File: config.mk
export PLATFORM = sky130hd
export DESIGN_NAME = pipe_elastic_31
export DESIGN_NICKNAME = d
export VERILOG_FILES = /design/src/rtl/pipe_elastic_31.sv
export SDC_FILE = /design/constraint.sdc
export NUM_CORES = 1
export LEC_CHECK = 0
export BUFFER_PORTS_ARGS = -buffer_cell sky130_fd_sc_hd__buf_2
export CAP_MARGIN = 20
export CORE_ASPECT_RATIO = 0.5
export CORE_MARGIN = 2
export CORE_UTILIZATION = 59
export DETAILED_ROUTE_END_ITERATION = 7
export GPL_ROUTABILITY_DRIVEN = 0
export GPL_TIMING_DRIVEN = 0
export MAX_ROUTING_LAYER = met4
export PLACE_DENSITY = 0.85
export SLEW_MARGIN = 0
export SYNTH_ARGS = -nofsm -noshare
export SYNTH_HDL_FRONTEND = slang
export SYNTH_SLANG_ARGS = --single-unit
File: constraint.sdc
create_clock -name clk -period 4.4 [get_ports clk]
set_input_delay 0.44 -clock clk [delete_from_list [all_inputs] [get_ports clk]]
set_output_delay 0.44 -clock clk [all_outputs]
set_load 0.01 [all_outputs]
File: src/rtl/pipe_elastic_31.sv
`default_nettype none
// ============================================================================
// Module      : pipe_elastic_31
// Description : Two-entry first-in first-out elastic buffer with valid/ready
//               handshakes on both sides, synchronous flush and async reset.
// Revision    : 1.0 - initial release
// ============================================================================
module pipe_elastic_31 #(
    parameter int WIDTH = 31
) (
    input  logic             clk,
    input  logic             rst,
    input  logic             flush,
    input  logic [WIDTH-1:0] d,
    input  logic             in_valid,
    output logic             in_ready,
    output logic [WIDTH-1:0] q,
    output logic             out_valid,
    input  logic             out_ready,
    output logic [1:0]       count
);

    // State code doubles as the occupancy value driven on count.
    localparam logic [1:0] c_EMPTY = 2'd0;
    localparam logic [1:0] c_ONE   = 2'd1;
    localparam logic [1:0] c_FULL  = 2'd2;

    logic [1:0]       r_state;
    logic [WIDTH-1:0] r_head;
    logic [WIDTH-1:0] r_tail;
    logic             w_push;
    logic             w_pop;

    assign in_ready  = (r_state != c_FULL);
    assign out_valid = (r_state != c_EMPTY);
    assign count     = r_state;
    assign q         = out_valid ? r_head : '0;

    assign w_push = in_valid & in_ready;
    assign w_pop  = out_valid & out_ready;

    always_ff @(posedge clk or posedge rst) begin
        if (rst) begin
            r_state <= c_EMPTY;
            r_head  <= '0;
            r_tail  <= '0;
        end else if (flush) begin
            r_state <= c_EMPTY;
        end else begin
            case (r_state)
                c_EMPTY: begin
                    if (w_push) begin
                        r_head  <= d;
                        r_state <= c_ONE;
                    end
                end
                c_ONE: begin
                    if (w_push && w_pop) begin
                        r_head <= d;
                    end else if (w_push) begin
                        r_tail  <= d;
                        r_state <= c_FULL;
                    end else if (w_pop) begin
                        r_state <= c_EMPTY;
                    end
                end
                c_FULL: begin
                    // in_ready is low here, so only a pop can occur.
                    if (w_pop) begin
                        r_head  <= r_tail;
                        r_state <= c_ONE;
                    end
                end
                default: r_state <= c_EMPTY;
            endcase
        end
    end

endmodule
`default_nettype wire

==> results.json <==
{
  "finalSetupViolations": 0,
  "cellPowerDensity_nw_per_um2": 433.9,
  "cts_sinks": 64,
  "slew_headroom_pct": 68.27,
  "cts.clk_slew.worst_paths_ns": 0.07,
  "synth_cells": 218,
  "vias": 1952,
  "arrival_ns": 1.85,
  "cts-htree-levels": 3,
  "end_kind": "output pin",
  "path_max_fanout": 10,
  "avgRoutedWirePerCell_um": 15.32,
  "layout-drive-gt1-share_pct": 61.84,
  "syn_area_um2": 3297,
  "fp-row-count": 19,
  "final_util_pct": 73.09,
  "grt_pass1_wl_um": 9729,
  "syn-num-nets": 254,
  "avgSynthCellArea_um2": 15.12,
  "cts_tree": "built",
  "cts_setup_buffers": 0,
  "rsz0062_at_grt": "no",
  "grt_pass1_vias": 2064,
  "ctsLongestPathBuffers": 2,
  "fmax_mhz": 436.5,
  "drv_cap": 0,
  "skew_ns": 0.003708,
  "fp.dieH_um": 56.86,
  "ctsHoldBuffers": 0,
  "outcome": "finished clean",
  "worstHoldPathType": "in -> async",
  "layout_min_cycle_time_ns": 2.291,
  "vias_per_cell": 5.178,
  "hold_violations": 0,
  "slew_viol_final": 0,
  "first_pass_iters": 4,
  "power.leakage_nw": 2.009,
  "die-area_um2": 6238,
  "cts_root_buffer": "clkbuf_8",
  "antenna_found_initial": 0,
  "worst_pin_slew_ns": 0.4759,
  "vdd_drop_max_v": 0.0002705,
  "post_cts_resize_count": 0,
  "numCtsBuffers": 9,
  "grt_usage_pct": 21.91,
  "fp.coreArea_um2": 5444,
  "area_delta_synth_final_pct": 20.68,
  "crit_path_start_kind": "flop",
  "fp.dieW_um": 109.7,
  "reg2reg_depth": 5,
  "drtAntennaViolNets": 0,
  "clkLatencyLatePin_ns": 0.34,
  "ys_seq_area_share_pct": 48.58,
  "critical_path_class": "reg -> out",
  "grt_max_degree": 45,
  "start_util_pct": 60.56,
  "drt_iter0_drc": 43,
  "critical_path_required_ns": 3.96,
  "tns_ns": 0,
  "period_share_pct": 52.07,
  "final_nets": 336,
  "ys_seq_elements": 64,
  "yosys_warnings": 0,
  "hpwl_um": 4097,
  "drc": 0,
  "totalWireLength_um": 5777,
  "grt_overflow": 0,
  "yosysUniqueCellTypes": 21,
  "num_antenna_cells": 0,
  "pin_count": 71,
  "portBuffers": 70
}
## per-stage QoR
stage          cells  cell area (um2)  worst slack (ns)  hold WS (ns)  total power (W)
5_1_grt          377             3979             1.957        0.1184         0.001819
3_5_place_dp     362             3759             2.461        0.4711         0.001183
2_1_floorplan    218             3297             2.362        0.4495         0.001073
4_1_cts          377             3979             2.082        0.1027         0.001747
3_3_place_gp     361             3739             1.653        0.4593         0.001156
6_report         377             3979             2.109        0.1044         0.001727
## kinds of logic after synthesis
family	synth area share, %
buffers and inverters	4.440
flip-flops	48.58
AND/OR/NAND/NOR	7.704
AO/OA/AOI/OAI	1.139
multiplexers	38.14
## cell usage in the layout, fill, tap and decap left out, types with 4 or more instances in the layout
cell type  count
mux2_2        33
clkbuf_8      11
nor2b_1       31
buf_12         4
clkbuf_1       4
buf_2         70
buf_6          4
dfrtp_1       64
mux2_1         4
mux2_4        56
## path summary, 6_finish.rpt
kind / to / slack, ns / from
max in group asynchronous: r_head[3]$_DFFE_PP0P_ / 3.70 / rst
max: q[16] / 2.11 / count[1]$_DFFE_PP0P_
min in group clk: count[1]$_DFFE_PP0P_ / 0.31 / out_ready
max reg2reg: r_head[30]$_DFFE_PP0P_ / 2.57 / count[1]$_DFFE_PP0P_
min reg2reg: r_head[30]$_DFFE_PP0P_ / 0.49 / r_head[30]$_DFFE_PP0P_
min: r_tail[17]$_DFFE_PP0P_ / 0.10 / rst
## layout make-up
type	instances	area, um2
Fill cell	363	1465
Sequential cell	64	1602
Buffer	13	138.9
Tap cell	73	91.34
Inverter	2	7.507
Clock buffer	12	155.1
Clock inverter	3	65.06
Timing Repair Buffer	71	370.4
Multi-Input combinational cell	139	1549
## state kept, by name, summed over array words and instances (netlist names)
signal  cells
count       2
r_head     31
r_tail     31
## worst max-delay path, cell delays in order (launching register included)
cell and delay (ns):
dfrtp_1 0.47, nor2_1 0.35, clkbuf_1 0.43, nor2b_1 0.11
buf_2 0.16
## layer usage
layer / vias to the layer above / routed length (um) / global-route usage, %
li1: 916 / - / -
met1: 980 / 2648 / 26.76
met2: 46 / 2776 / 33.95
met3: 10 / 258 / 7.201
met4: 0 / 93 / 8.680
met5: - / 0 / -
## where the power goes
group          total (W)  switching [W]  internal [W]  leakage, nW
Sequential      0.000804      0.0000723      0.000732        0.772
Combinational   0.000364       0.000129      0.000235         1.12
Clock           0.000558       0.000212      0.000346        0.112
Total            0.00173       0.000413       0.00131         2.01
## synthesized netlist by cell type (all sizes together)
cell    number  share of area (%)
nand2        3               0.34
a211oi       1               0.23
o21a         1               0.23
nand2b       2               0.38
nor2b       32                6.1
clkbuf       3               0.34
o22a         1               0.27
mux2        93                 38
buf         10                3.9
inv          2               0.23
nor3b        1               0.38
a21oi        2               0.42
nand3b       1               0.23
nor2         2               0.23
dfrtp       64                 49
Note: power is estimated with default switching activity, not from simulation.
